===== config.mk =====
export PLATFORM = sky130hd
export DESIGN_NAME = pid_tdm_sched
export DESIGN_NICKNAME = d
export VERILOG_FILES = /design/src/rtl/pid_tdm_sched.sv
export SDC_FILE = /design/constraint.sdc
export NUM_CORES = 1
export LEC_CHECK = 0
export CORE_UTILIZATION = 30
export CTS_CLUSTER_DIAMETER = 30
export DETAILED_ROUTE_END_ITERATION = 10
export PLACE_DENSITY = 0.84
export SYNTH_ARGS = -nofsm -noshare
export SYNTH_HDL_FRONTEND = slang
export SYNTH_SLANG_ARGS = --single-unit

===== constraint.sdc =====
create_clock -name clk -period 2.2 [get_ports clk]
set_clock_uncertainty 0.1 [all_clocks]
set_input_delay 0.22 -clock clk [delete_from_list [all_inputs] [get_ports clk]]
set_output_delay 0.22 -clock clk [all_outputs]
set_load 0.02 [all_outputs]

===== src/rtl/pid_tdm_sched.sv =====
// Time-division PID scheduler: one signed multiplier and one accumulator shared by N_CH
// phase channels, granted round-robin, with per-channel integrator and previous-error stores.
module pid_tdm_sched #(
  parameter int N_CH        = 4,
  parameter int PHASE_WIDTH = 10,
  parameter int PID_OWIDTH  = 9,
  parameter int INT_MAX     = 0,
  parameter int K_PROD      = 0,
  parameter int K_INT       = 0,
  parameter int K_DIFF      = 0
) (
  input  logic                         clk,
  input  logic                         rst_n,
  input  logic [N_CH-1:0]              req_i,
  input  logic [N_CH*PHASE_WIDTH-1:0]  phase_i,
  output logic [N_CH-1:0]              ack_o,
  input  logic                         clr_i,
  output logic signed [PID_OWIDTH-1:0] pid_o,
  output logic [$clog2(N_CH)-1:0]      pid_ch_o,
  output logic                         pid_valid_o
);
  localparam int W  = PHASE_WIDTH;
  localparam int CW = $clog2(N_CH);
  localparam int PW = 2 * W;
  localparam int AW = 2 * W + 1;

  localparam logic signed [W:0]   SET_POINT = (W+1)'((1 << W) / 4 - 1);
  localparam logic signed [W:0]   INT_HI    = (W+1)'(INT_MAX);
  localparam logic signed [W:0]   INT_LO    = (W+1)'(-INT_MAX);
  localparam logic signed [W-1:0] KP        = W'(K_PROD);
  localparam logic signed [W-1:0] KI        = W'(K_INT);
  localparam logic signed [W-1:0] KD        = W'(K_DIFF);
  localparam logic signed [AW:0]  SAT_HI    = (AW+1)'((1 << (PW - 2)) - 1);
  localparam logic signed [AW:0]  SAT_LO    = (AW+1)'(-(1 << (PW - 2)));

  typedef enum logic [2:0] {
    S_IDLE, S_ERR, S_MUL_P, S_MUL_I, S_MUL_D, S_ACC, S_OUT
  } state_t;

  state_t state_q, state_d;

  // ch_q doubles as the last-granted pointer for the arbiter.
  logic [CW-1:0]        ch_q;
  logic [W-1:0]         phase_q;
  logic signed [W-1:0]  e_q, d_q, int_new_q;
  logic signed [PW-1:0] prod_q;
  logic signed [AW-1:0] acc_q;
  logic signed [W-1:0]  int_q   [N_CH];
  logic signed [W-1:0]  eprev_q [N_CH];

  logic                    grant_vld;
  logic [CW-1:0]           grant_ch, cand;
  logic [W-1:0]            grant_phase;
  logic signed [W:0]       diff_c, int_sum_c, int_sat_c;
  logic signed [W-1:0]     e_c, d_c;
  logic signed [AW:0]      sum_c, s_c;
  logic [PID_OWIDTH-1:0]   pid_c;

  // NOTE: clocked state uses non-blocking assignments so every flop samples pre-edge values.
  always_ff @(posedge clk or negedge rst_n) begin
    if (!rst_n) state_q <= S_IDLE;
    else        state_q <= state_d;
  end

  // NOTE: every combinational output gets a default first, so no path can infer a latch.
  always_comb begin
    state_d = state_q;
    case (state_q)
      S_IDLE:  if (grant_vld) state_d = S_ERR;
      S_ERR:   state_d = S_MUL_P;
      S_MUL_P: state_d = S_MUL_I;
      S_MUL_I: state_d = S_MUL_D;
      S_MUL_D: state_d = S_ACC;
      S_ACC:   state_d = S_OUT;
      S_OUT:   state_d = S_IDLE;
      default: state_d = S_IDLE;
    endcase
  end

  // Scan from farthest to nearest so the final hit is the first requester after ch_q.
  always_comb begin
    grant_vld   = 1'b0;
    grant_ch    = ch_q;
    cand        = '0;
    grant_phase = '0;
    for (int k = N_CH; k >= 1; k--) begin
      cand = CW'((int'(ch_q) + k) % N_CH);
      if (req_i[cand]) begin
        grant_vld = 1'b1;
        grant_ch  = cand;
      end
    end
    for (int c = 0; c < N_CH; c++)
      if (grant_ch == CW'(c)) grant_phase = phase_i[c*W +: W];
  end

  always_comb begin
    diff_c    = SET_POINT - (W+1)'(phase_q);
    e_c       = W'(diff_c >>> 1);
    d_c       = e_c - eprev_q[ch_q];
    int_sum_c = (W+1)'(int_q[ch_q]) + (W+1)'(e_c);
    if (int_sum_c > INT_HI)      int_sat_c = INT_HI;
    else if (int_sum_c < INT_LO) int_sat_c = INT_LO;
    else                         int_sat_c = int_sum_c;

    sum_c = (AW+1)'(acc_q) + (AW+1)'(prod_q);
    if (sum_c > SAT_HI)      s_c = SAT_HI;
    else if (sum_c < SAT_LO) s_c = SAT_LO;
    else                     s_c = sum_c;
    // After saturation s[2W-2] equals the sign, so the arithmetic shift yields {sign, fraction}.
    pid_c = PID_OWIDTH'(s_c >>> (PW - PID_OWIDTH - 1));
  end

  always_ff @(posedge clk or negedge rst_n) begin
    if (!rst_n) begin
      ch_q        <= CW'(N_CH - 1);
      phase_q     <= '0;
      e_q         <= '0;
      d_q         <= '0;
      int_new_q   <= '0;
      prod_q      <= '0;
      acc_q       <= '0;
      ack_o       <= '0;
      pid_o       <= '0;
      pid_ch_o    <= '0;
      pid_valid_o <= 1'b0;
      // NOTE: the per-channel stores are small flop arrays, not RAM, so they take the reset too.
      for (int c = 0; c < N_CH; c++) begin
        int_q[c]   <= '0;
        eprev_q[c] <= '0;
      end
    end else begin
      ack_o       <= '0;
      pid_valid_o <= 1'b0;
      case (state_q)
        S_IDLE: if (grant_vld) begin
          ch_q    <= grant_ch;
          phase_q <= grant_phase;
          ack_o   <= N_CH'(1) << grant_ch;
        end
        S_ERR: begin
          e_q       <= e_c;
          d_q       <= d_c;
          int_new_q <= W'(int_sat_c);
        end
        S_MUL_P: prod_q <= PW'(e_q) * PW'(KP);
        S_MUL_I: begin
          prod_q <= PW'(int_new_q) * PW'(KI);
          acc_q  <= AW'(prod_q);
        end
        S_MUL_D: begin
          prod_q <= PW'(d_q) * PW'(KD);
          acc_q  <= acc_q + AW'(prod_q);
        end
        S_ACC: begin
          pid_o            <= pid_c;
          pid_ch_o         <= ch_q;
          pid_valid_o      <= 1'b1;
          eprev_q[ch_q]    <= e_q;
          int_q[ch_q]      <= int_new_q;
        end
        default: ;
      endcase
      // Placed last so a clear overrides a write-back on the same edge.
      if (clr_i) begin
        for (int c = 0; c < N_CH; c++) begin
          int_q[c]   <= '0;
          eprev_q[c] <= '0;
        end
      end
    end
  end

endmodule


==> results.toml <==
[critical_path]
worstPathMaxFanout = 2
crit_path_end_kind = "primary output"
worstPathBufferInverterCount = 1
cp_slowest_stage_delay_ns = 0.60
crit_type = "flop to primary output"
startpoint_type = "flop"
cp_slowest_cell = "clkdlybuf4s50_1"
required_ns = 1.88
cp.arrival_ns = 1.22
ff2ff_setup_slack_ns = 0.68
cp_cell_sequence = "clkdlybuf4s50_1"
crit_path_end = "pid_ch_o[1]"
crit_cells = 1
r2r_start = "ch_q[1]$_DFFE_PN1P_"
cp-startpoint = "pid_ch_o[1]$_DFFE_PN0N_"
r2r-end = "ack_o[0]$_DFF_PN0_"
cpLargestDelayFamily = "buffers and inverters"
worstRegToRegCells = 4

[cells_and_area]
final_util_pct = 41.0
syn_to_final_growth_pct = 22.8
final_common_cell = "clkdlybuf4s50_1"
drive_gt1_share_pct = 13.5
n_antenna_cell = 0
final_net_count = 122
finalNonFillerCells = 99
final_cell_mix = "12 x clkdlybuf4s50_1, 10 x dfrtp_1, 9 x conb_1, 6 x nor2_1, 4 x nand2b_1"

[synthesis]
synth.avg_cell_area_um2 = 10.1
synth-warning-count = 0
ys_seq_elements = 12
yosysSeqAreaShare_pct = 49.8
synth_cell_type_count = 23
syn_area_um2 = 608
syn_inst = 60

[sta]
fin_tns_setup_ns = 0
rsz0062_at_grt = "no"
maxSlewHeadroom_pct = 65.8
max_freq_mhz = 648
timing.final.ws_setup_ns = 0.656
slew_violations = 0
hold-worst-slack_ns = 0.170
period_needed_ns = 1.54
worst_slew_pin_slew_ns = 0.512
hold_viol = 0
fin_crit_sh_pct = 70.2
final-setup-viol-count = 0

[cts]
cts_setup_buffers = 0
clk_pin_slew_ns = 0.08
clk_latency_ns = 0.28
cts_made_buffers = 3
htree_levels = 1
root_buffer = "clkbuf_4"
post_cts_resized = 0
cts.sinks = 12
cts_tree = "built"
hold_buffers = 0
cts_buffer_depth = 2

[die]
rows = 15
dieArea_um2 = 2210
fp.dieH_um = 47.0
dieWidth_um = 47.0
core_um2 = 1820
initial_core_util_pct = 33.4
ios = 63

[global_routing]
grt_pass1_wl_um = 1570
grt_start_max_net_pins = 13
grt_overflow_total = 0
grt_use_total_pct = 11.2
antenna_found_initial = 0
grt_pass1_vias = 369

[hold_path]
holdCritPathClass = "input pin to asynchronous set/reset pin"

[drt]
vias = 427
via_per_inst = 4.31
route.detailed.drc = 0
drt_iter0_markers = 5
totalWireLength_um = 1020
detail_route.wl_per_cell_um = 10.3
firstDrtPassIters = 3
ant_nets = 0

[placed_design]
io_buffer_count = 12
hpwl_um = 766
place_inst = 95
place_congestion = 0.758
dp_slack_ns = 0.523

[job]
max-cap-violations = 0

[run_status]
status = "finished clean"

[power]
peakVddDrop_mv = 0.657
p_per_area_nw_per_um2 = 1280
p_leak_nw = 0.338
per-layer routing:
metal	wire length, µm	share of wire [%]	GRT usage, %	vias up
met5	0	0	0	-
met4	15	1.5	5.14	0
met3	80	7.9	6.92	4
met2	461	45	17.5	17
met1	460	45	12.1	197
li1	-	-	-	209
Yosys cell counts (all sizes together):
cell	instances	area, µm²
buf	10	78.8
dfrtp	10	250
nor2	6	22.5
nand2b	4	25.0
inv	3	11.3
nand2	3	11.3
o21ai	3	15.0
a21oi	2	10.0
dfstp	2	52.6
mux2i	2	20.0
nand3b	2	15.0
nor3	2	10.0
nor3b	2	15.0
nor4	2	18.8
a211oi	1	7.51
a21o	1	8.76
a31oi	1	6.26
conb	1	3.75
mux2	1	11.3
or2b	1	8.76
or3	1	6.26
worst min-delay path by stage:
stage / depth (start not counted) / slack (ns) / to
floorplan: 0 / -0.18 / ack_o[0]$_DFF_PN0_
global placement: 2 / 0.37 / pid_ch_o[1]$_DFFE_PN0N_
detailed placement: 2 / 0.38 / pid_ch_o[1]$_DFFE_PN0N_
CTS: 1 / 0.18 / ack_o[3]$_DFF_PN0_
global route: 1 / 0.21 / ack_o[3]$_DFF_PN0_
finish: 1 / 0.17 / ack_o[1]$_DFF_PN0_
worst reg2reg max path, stage by stage (launching register included):
cell     delay (ns)
dfstp_2        0.62
mux2i_1        0.20
nor2_1         0.07
or3_1          0.36
nor2_1         0.11
metrics by stage:
stage / instance area [µm²] / power [mW]
6_report: 747 / 0.959
5_1_grt: 747 / 1.03
4_1_cts: 747 / 0.967
3_5_place_dp: 711 / 0.788
3_3_place_gp: 711 / 0.765
2_1_floorplan: 638 / 0.672
where the power goes:
part | leakage (nW) | internal (mW) | switching [mW]
logic | 0.167 | 0.181 | 0.185
clock network | 0.0210 | 0.101 | 0.0781
registers | 0.150 | 0.321 | 0.0933
registers in the layout (all words and copies together), names as in the netlist:
name,count
pid_ch_o,2
ch_q,2
pid_valid_o,1
ack_o,4
state_q,3
cell families after synthesis:
| kind of cell | share of synthesized area [%] |
|---|---|
| AO/OA/AOI/OAI | 7.82 |
| buffers and inverters | 14.8 |
| flip-flops | 49.8 |
| multiplexers | 5.14 |
| other | 0.617 |
| AND/OR/NAND/NOR | 21.8 |
layout make-up:
type                    count  area (µm²)
well taps                  25        31.3
inverters                   3        11.3
clock buffers               4        36.3
fillers                   188        1070
flip-flops and latches     12         303
multi-input cells          43         245
repair buffers             12         120
(Power assumes the default switching activity.)
